$ cat src/rtl/interboard_link_if.sv
// Board-pin bundle between two interboard_link endpoints:
// bundled-data req/ack each way plus the remote reset line.
interface interboard_link_if;
  logic       tx_req;
  logic [7:0] tx_data;
  logic       rx_ack;
  logic       rx_req;
  logic [7:0] rx_data;
  logic       tx_ack;
  logic       rst_remote_in;
  logic       rst_remote_out;

  modport master (
    output tx_req, tx_data, tx_ack, rst_remote_out,
    input  rx_ack, rx_req, rx_data, rst_remote_in
  );

  modport slave (
    input  tx_req, tx_data, tx_ack, rst_remote_out,
    output rx_ack, rx_req, rx_data, rst_remote_in
  );
endinterface

$ cat src/rtl/interboard_link.sv
// Bingo board-to-board link endpoint: one 8-bit word per
// 4-phase req/ack transfer, TX and RX full duplex.
module interboard_link #(
  parameter int TIMEOUT     = 1000000,
  parameter int RST_STRETCH = 16
) (
  input  logic       clk,
  input  logic       rst,
  input  logic       transmit,
  input  logic       ctrl_en,
  input  logic [2:0] ctrl_msg_type,
  input  logic [4:0] ctrl_number,
  output logic       inter_ready,
  output logic       tx_busy,
  output logic       tx_timeout,
  output logic       tx_overrun,
  output logic       interboard_en,
  output logic [2:0] interboard_msg_type,
  output logic [4:0] interboard_number,
  output logic       interboard_rst,
  interboard_link_if.master link
);
  localparam int TW = $clog2(TIMEOUT) + 1;
  localparam int SW = $clog2(RST_STRETCH + 1);
  localparam logic [TW-1:0] T_LAST = TW'(TIMEOUT - 1);
  localparam logic [SW-1:0] S_LOAD = SW'(RST_STRETCH);

  typedef enum logic [1:0] {
    TX_IDLE,
    TX_WAIT_ACK,
    TX_WAIT_REL
  } tx_state_t;

  typedef enum logic {
    RX_IDLE,
    RX_WAIT_LOW
  } rx_state_t;

  logic ack_m, ack_s;
  logic req_m, req_s;
  logic rrst_m, rrst_s, rrst_q;

  tx_state_t     tx_st, tx_st_n;
  logic [TW-1:0] timer, timer_n;
  logic          req_n, ir_n, to_n, ovr_n;
  logic [7:0]    data_n;
  logic          go;

  rx_state_t  rx_st, rx_st_n;
  logic       ack_n, en_n;
  logic [2:0] msg_n;
  logic [4:0] num_n;

  logic [SW-1:0] stretch;

  assign go      = ctrl_en && transmit;
  assign tx_busy = (tx_st != TX_IDLE);
  assign link.rst_remote_out = (stretch != '0);

  // Two-flop synchronisers for the async pins.
  always_ff @(posedge clk) begin
    if (rst) begin
      ack_m  <= 1'b0;
      ack_s  <= 1'b0;
      req_m  <= 1'b0;
      req_s  <= 1'b0;
      rrst_m <= 1'b0;
      rrst_s <= 1'b0;
      rrst_q <= 1'b0;
      interboard_rst <= 1'b0;
    end else begin
      ack_m  <= link.rx_ack;
      ack_s  <= ack_m;
      req_m  <= link.rx_req;
      req_s  <= req_m;
      rrst_m <= link.rst_remote_in;
      rrst_s <= rrst_m;
      rrst_q <= rrst_s;
      interboard_rst <= rrst_s & ~rrst_q;
    end
  end

  // TX next state: accept, wait for ack with timeout, wait release.
  always_comb begin
    tx_st_n = tx_st;
    timer_n = timer;
    req_n   = link.tx_req;
    data_n  = link.tx_data;
    ir_n    = 1'b0;
    to_n    = 1'b0;
    ovr_n   = tx_overrun | (go && (tx_st != TX_IDLE));
    unique case (tx_st)
      TX_IDLE: begin
        if (go) begin
          data_n  = {ctrl_msg_type, ctrl_number};
          req_n   = 1'b1;
          timer_n = '0;
          tx_st_n = TX_WAIT_ACK;
        end
      end
      TX_WAIT_ACK: begin
        if (ack_s) begin
          req_n   = 1'b0;
          tx_st_n = TX_WAIT_REL;
        end else if (timer == T_LAST) begin
          req_n   = 1'b0;
          to_n    = 1'b1;
          tx_st_n = TX_IDLE;
        end else begin
          timer_n = timer + 1'b1;
        end
      end
      TX_WAIT_REL: begin
        if (!ack_s) begin
          ir_n    = 1'b1;
          tx_st_n = TX_IDLE;
        end
      end
      default: tx_st_n = TX_IDLE;
    endcase
  end

  // TX state and registered outputs.
  always_ff @(posedge clk) begin
    if (rst) begin
      tx_st        <= TX_IDLE;
      timer        <= '0;
      link.tx_req  <= 1'b0;
      link.tx_data <= '0;
      inter_ready  <= 1'b0;
      tx_timeout   <= 1'b0;
      tx_overrun   <= 1'b0;
    end else begin
      tx_st        <= tx_st_n;
      timer        <= timer_n;
      link.tx_req  <= req_n;
      link.tx_data <= data_n;
      inter_ready  <= ir_n;
      tx_timeout   <= to_n;
      tx_overrun   <= ovr_n;
    end
  end

  // RX next state: capture on req, hold ack until req drops.
  always_comb begin
    rx_st_n = rx_st;
    ack_n   = link.tx_ack;
    en_n    = 1'b0;
    msg_n   = interboard_msg_type;
    num_n   = interboard_number;
    unique case (rx_st)
      RX_IDLE: begin
        if (req_s) begin
          msg_n   = link.rx_data[7:5];
          num_n   = link.rx_data[4:0];
          en_n    = 1'b1;
          ack_n   = 1'b1;
          rx_st_n = RX_WAIT_LOW;
        end
      end
      RX_WAIT_LOW: begin
        if (!req_s) begin
          ack_n   = 1'b0;
          rx_st_n = RX_IDLE;
        end
      end
      default: rx_st_n = RX_IDLE;
    endcase
  end

  // RX state and registered outputs.
  always_ff @(posedge clk) begin
    if (rst) begin
      rx_st               <= RX_IDLE;
      link.tx_ack         <= 1'b0;
      interboard_en       <= 1'b0;
      interboard_msg_type <= '0;
      interboard_number   <= '0;
    end else begin
      rx_st               <= rx_st_n;
      link.tx_ack         <= ack_n;
      interboard_en       <= en_n;
      interboard_msg_type <= msg_n;
      interboard_number   <= num_n;
    end
  end

  // Hold the peer in reset a while after local reset lifts.
  always_ff @(posedge clk) begin
    if (rst) begin
      stretch <= S_LOAD;
    end else if (stretch != '0) begin
      stretch <= stretch - 1'b1;
    end
  end
endmodule

$ cat src/flat_wrapper.sv
// flat-port wrapper written by rule: the top's interface ports become plain ports
module interboard_link_flat 
#(
  parameter int TIMEOUT     = 1000000,
  parameter int RST_STRETCH = 16
)
  (clk, rst, transmit, ctrl_en, ctrl_msg_type, ctrl_number, inter_ready, tx_busy, tx_timeout, tx_overrun, interboard_en, interboard_msg_type, interboard_number, interboard_rst, link_tx_req, link_tx_data, link_tx_ack, link_rst_remote_out, link_rx_ack, link_rx_req, link_rx_data, link_rst_remote_in);
  interboard_link_if link_i ();
  input  logic clk;
  input  logic rst;
  input  logic transmit;
  input  logic ctrl_en;
  input  logic [2:0] ctrl_msg_type;
  input  logic [4:0] ctrl_number;
  output logic inter_ready;
  output logic tx_busy;
  output logic tx_timeout;
  output logic tx_overrun;
  output logic interboard_en;
  output logic [2:0] interboard_msg_type;
  output logic [4:0] interboard_number;
  output logic interboard_rst;
  output wire logic [$bits(link_i.tx_req)-1:0] link_tx_req;
  output wire logic [$bits(link_i.tx_data)-1:0] link_tx_data;
  output wire logic [$bits(link_i.tx_ack)-1:0] link_tx_ack;
  output wire logic [$bits(link_i.rst_remote_out)-1:0] link_rst_remote_out;
  input wire logic [$bits(link_i.rx_ack)-1:0] link_rx_ack;
  input wire logic [$bits(link_i.rx_req)-1:0] link_rx_req;
  input wire logic [$bits(link_i.rx_data)-1:0] link_rx_data;
  input wire logic [$bits(link_i.rst_remote_in)-1:0] link_rst_remote_in;
  assign link_tx_req = link_i.tx_req;
  assign link_tx_data = link_i.tx_data;
  assign link_tx_ack = link_i.tx_ack;
  assign link_rst_remote_out = link_i.rst_remote_out;
  assign link_i.rx_ack = link_rx_ack;
  assign link_i.rx_req = link_rx_req;
  assign link_i.rx_data = link_rx_data;
  assign link_i.rst_remote_in = link_rst_remote_in;
  interboard_link #(.TIMEOUT(TIMEOUT), .RST_STRETCH(RST_STRETCH)) u_core (.clk(clk), .rst(rst), .transmit(transmit), .ctrl_en(ctrl_en), .ctrl_msg_type(ctrl_msg_type), .ctrl_number(ctrl_number), .inter_ready(inter_ready), .tx_busy(tx_busy), .tx_timeout(tx_timeout), .tx_overrun(tx_overrun), .interboard_en(interboard_en), .interboard_msg_type(interboard_msg_type), .interboard_number(interboard_number), .interboard_rst(interboard_rst), .link(link_i));
endmodule
$ cat config.mk
export PLATFORM = sky130hd
export DESIGN_NAME = interboard_link_flat
export DESIGN_NICKNAME = d
export VERILOG_FILES = /design/src/rtl/interboard_link_if.sv /design/src/rtl/interboard_link.sv /design/src/flat_wrapper.sv
export SDC_FILE = /design/constraint.sdc
export NUM_CORES = 1
export LEC_CHECK = 0
export CAP_MARGIN = 20
export CORE_ASPECT_RATIO = 1.1
export CORE_MARGIN = 2
export CORE_UTILIZATION = 40
export CTS_BUF_LIST = sky130_fd_sc_hd__clkbuf_2 sky130_fd_sc_hd__clkbuf_4 sky130_fd_sc_hd__clkbuf_8
export CTS_CLUSTER_SIZE = 10
export DETAILED_ROUTE_END_ITERATION = 8
export GPL_TIMING_DRIVEN = 0
export HOLD_SLACK_MARGIN = 0.15
export PLACE_DENSITY_LB_ADDON = 0.2
export SYNTH_ARGS = -nofsm -noshare
export SYNTH_HDL_FRONTEND = slang
export SYNTH_SLANG_ARGS = --single-unit
$ cat constraint.sdc
create_clock -name clk -period 3.2 [get_ports clk]
set_clock_uncertainty 0.05 [all_clocks]
set_input_delay 0.64 -clock clk [delete_from_list [all_inputs] [get_ports clk]]
set_output_delay 0.64 -clock clk [all_outputs]
set_load 0.005 [all_outputs]
* Yosys cells after proc, flatten, opt, wreduce, memory -nomap -nowiden
Index checks and enable logic that the tools add are counted.
W data, S select, Z words.
** Operators by class
- Add/sub/neg operators :: 2
- Equal/unequal tests :: 10
- Multiplexer cells :: 19
- Bitwise logic cells :: 6
- Reductions and logical operators :: 15
** Operators with widths (number)
- $mux W21 :: 3
- $pmux W21 S2 :: 1
- $add A21 B1 Y21 const B :: 1
- $eq A21 B20 Y1 const B :: 1
- $mux W1 :: 8
- $mux W2 :: 4
- $ne A2 B2 Y1 const B :: 4
- $pmux W2 S3 :: 1
- $reduce_and A2 Y1 :: 3
- $reduce_and A3 Y1 :: 2
- $reduce_bool A5 Y1 :: 1
- $sub A5 B1 Y5 const B :: 1
- $ne A2 B1 Y1 const B :: 2
- $not A1 Y1 :: 4
- $pmux W1 S2 :: 2
- $reduce_and A4 Y1 :: 1
- $reduce_bool A2 Y1 :: 2
- $reduce_or A2 Y1 :: 2
- $ne A3 B1 Y1 const B :: 1
- $reduce_or A3 Y1 :: 1
- $eq A2 B1 Y1 const B :: 1
- $eq A2 B2 Y1 const B :: 1
- $logic_and A1 B1 Y1 :: 2
- $logic_not A2 Y1 :: 1
- other kinds (2) :: 2
** Storage, ports and cells
- Bits in registers :: 59
- Bits of input ports :: 23
- Output and inout port bits :: 25
- Word-level logic and storage cells :: 73

* Longest topological paths before layout
- Depth after elaboration :: 4
- Mapped depth :: 7
- Depth with buffers taken out :: 7

* Least setup slack after synthesis
No wires, ideal clock.
- Path kind :: flip-flop to output port
- Start :: register u_core.stretch[0]
- End :: output port link_rst_remote_out
- Data arrival time :: 1.299 ns
- Data required time :: 2.510 ns
- Setup slack :: 1.211 ns
- Stages on the path, launching flop included :: 6
- Path buffers :: 0
- Cells stage by stage :: dfxtp_1 -> inv_1 -> ha_1 -> or3b_2 -> nor2_1 -> inv_1
** Between the ends
- Word-level cells in the longest chain between the ends :: 1
** Ends and longest elaborated chain
- start, declared :: RTL line interboard_link.sv:54 : logic [SW-1:0] stretch;
- start signal, assigned :: RTL line interboard_link.sv:193 : stretch <= stretch - 1'b1;
- $reduce_bool A5 Y1 :: RTL line interboard_link.sv:58 : assign link.rst_remote_out = (stretch != '0);
- end, declared :: RTL line flat_wrapper.sv:26 : output wire logic [$bits(link_i.rst_remote_out)-1:0] link_rst_remote_out;
Every way passes these cells.

* Final worst setup path
Same ends and word-level chain as after synthesis.

==> flow_summary.toml <==
[clocking]
cts_setup_buffers = 0
clkTransAtPathRegs_ns = 0.06
numCtsBuffers = 9
cts-root-buf = "clkbuf_8"
hold_buffers = 0
cts_resized = 0
clock_latency_ns = 0.34
clkSinkCount = 59
clockBufferDepth = 2
cts_tree = "built"
h-tree-depth = 3

[critical_path]
worstPathRequired_ns = 2.51
slowest_delay_ns = 0.46
rrSetupSlack_ns = 0.94
path_common_cell = "inv_1"
arrival_ns = 2.19
slowest_stage = "or3b_2"
worstSetupStartpoint = "u_core.stretch[0]"
path_cells = "inv_1 -> ha_1 -> or3b_2 -> nor2_1 -> inv_1 -> clkdlybuf4s50_1"
path_class = "reg -> out"
startpoint_type = "register"
critPathMaxFanout = 4
crit_path_end = "link_rst_remote_out"
critPathCaptureType = "output port"
reg2reg_depth = 6
rr_startpoint = "u_core.timer[0]"
r2r_end = "u_core.timer[20]"

[global_route]
grt_pass1_vias = 1978
overflow = 0
grt_pass1_wl_um = 8890
grt_max_degree = 11
grt_antenna_before_repair = 0
track_usage_pct = 16.8

[yosys]
synth-main-ff-cell = "dfxtp_1"
yosys_warnings = 0
synth.top_cell.area_share_pct = 48.7
syn_area_um2 = 2420
synth_cells = 279
synth_xor_xnor_area_share_pct = 1.08
avgSynthCellArea_um2 = 8.69
ys_ff_latch = 59
yosysSeqAreaShare_pct = 48.7
ys_types = 44
synth_fp_nets = 305
synth_fa_ha_area_share_pct = 1.55
async_flop_share_pct = 0
synth.most_common_cell = "dfxtp_1"
synth_top_family_by_area = "simple AND/OR/NAND/NOR gates"
synthTopCellsByArea = "dfxtp_1 (49%), nand2_1 (5.1%), a21oi_1 (4.3%)"
yosysTopAreaCell = "dfxtp_1"
synth_compound_area_share_pct = 16.3
synth_edf_count = 0
synth_common_cells = "dfxtp_1 (59), nand2_1 (33), nor2_1 (27), a21oi_1 (21), o21ai_1 (14)"
yosys.area_share.simple_pct = 25.7
synthMuxAreaShare_pct = 3.30

[timing]
fin_crit_ns = 2.88
tightestPinTransition_ns = 0.968
fmax_mhz = 348
grt_setup_unrepaired = "no"
period_share_pct = 89.9
maxSlewViolCount = 0
tns_ns = 0
relSlewSlack_pct = 35.1
finalHoldViolCount = 0
finalSetupViolCount = 0

[die]
die_area_um2 = 6700
start_util_pct = 41.8
die_x_um = 78.2
die_y_um = 85.7
core-area_um2 = 5810
core.rowCount = 29
io_pins = 48

[cells_and_area]
finalNetCount = 363
layout-area-overhead-vs-synth_pct = 32.4
diodes = 0
drive_above_1_share_pct = 7.02
postLayoutCoreUtil_pct = 55.3

[placement]
dp_hpwl_um = 3650
globalplace.congestion = 0.852
portBuffers = 47

[power_and_ir_drop]
p_comb_share_pct = 13.5
powerDensity_nw_per_um2 = 553
vdd_drop_max_mv = 0.258
seq_power_share_pct = 45.6
intPower_w = 0.00136
power_switching_share_pct = 23.2
p_leak_nw = 1.13
p_clk_share_pct = 40.8
switchingPower_w = 0.000411

[detailed_routing]
route.detailed.drc = 0
wl_per_cell_um = 12.7
drtPass1Iterations = 4
drtAntennaViolNets = 0
drtIter0Drc = 90
vias_per_cell = 5.04
vias = 2110
routed_wl_um = 5330

[hold_path]
hold_path.class = "reg -> reg"

[job]
maxCapViolCount = 0

[status]
outcome = "finished, final reports clean"
## cells in the final DEF, fill, tap and decap left out, types with 6 or more instances in the layout
cell type and instances:
a21oi_1 21, clkbuf_8 12, clkdlybuf4s50_1 47, dfxtp_1 59, inv_1 10, mux2i_1 8, nand2_1 33, nand2b_1 8
nand3_1 13, nand4_1 6, nor2_1 27, nor2b_1 10, nor3_1 8, o21ai_1 14
## registers in the layout, indices dropped and copies added, names as in the netlist, 2 cells and up
| name | cells |
|---|---|
| u_core.interboard_msg_type | 3 |
| u_core.interboard_number | 5 |
| u_core.link.tx_data | 8 |
| u_core.stretch | 5 |
| u_core.timer | 21 |
| u_core.tx_st | 2 |
## area by class of cell
class / count / area [um^2]
tap: 77 / 96.3
timing repair buffer: 47 / 470
multi-input combinational: 200 / 1160
sequential: 59 / 1180
clock inverter: 1 / 30.0
buffer: 10 / 43.8
fill: 537 / 2600
clock buffer: 15 / 188
inverter: 10 / 37.5
## through the flow
step	cells	area [um^2]	hold slack, ns	total power (W)	worst slack [ns]
after floorplan	279	2420	0.317	0.000975	1.21
after global placement	403	2990	0.323	0.00107	0.404
after detailed placement	403	2990	0.333	0.00107	0.402
after CTS	419	3210	0.336	0.00179	0.287
after global routing	419	3210	0.368	0.00185	0.183
final	419	3210	0.333	0.00177	0.324
## metal layers
metal / vias up / wire length, um / share of wire [%] / track usage [%]
met4: 0 / 79 / 1.5 / 10.0
met2: 52 / 2340 / 44 / 26.3
met3: 8 / 302 / 5.7 / 4.21
met1: 953 / 2600 / 49 / 21.0
met5: - / 0 / 0 / 0
li1: 1097 / - / - / -
## worst max-delay path, delay by kind of cell (launching register included)
family | cells | cell delay, ns
buf+inv | 3 | 0.65
fa+ha+maj | 1 | 0.19
simple gates | 2 | 0.70
flops | 1 | 0.31
## worst min path at each step
stage                        from               endpoint  slack, ns  depth (start not counted)
detailed placement  u_core.rrst_q  u_core.interboard_rst       0.33                          1
finish              u_core.rrst_q  u_core.interboard_rst       0.33                          1
global placement    u_core.rrst_q  u_core.interboard_rst       0.32                          1
global route        u_core.rrst_q  u_core.interboard_rst       0.37                          1
floorplan           u_core.rrst_q  u_core.interboard_rst       0.32                          1
CTS                 u_core.rrst_q  u_core.interboard_rst       0.34                          1
## cells by family after synthesis
group	count (synthesis)
flops	59
fa+ha+maj	3
mux	8
compound gates	63
buf+inv	20
simple gates	123
xor+xnor	3
## power groups by stage
stage / sequential, W / clock, W / combinational [W]
floorplan: 0.000823 / 0 / 0.000152
global placement: 0.000826 / 0 / 0.000240
detailed placement: 0.000826 / 0 / 0.000241
CTS: 0.000810 / 0.000737 / 0.000244
global route: 0.000816 / 0.000769 / 0.000268
finish: 0.000810 / 0.000725 / 0.000240
(Power assumes the default switching activity.)
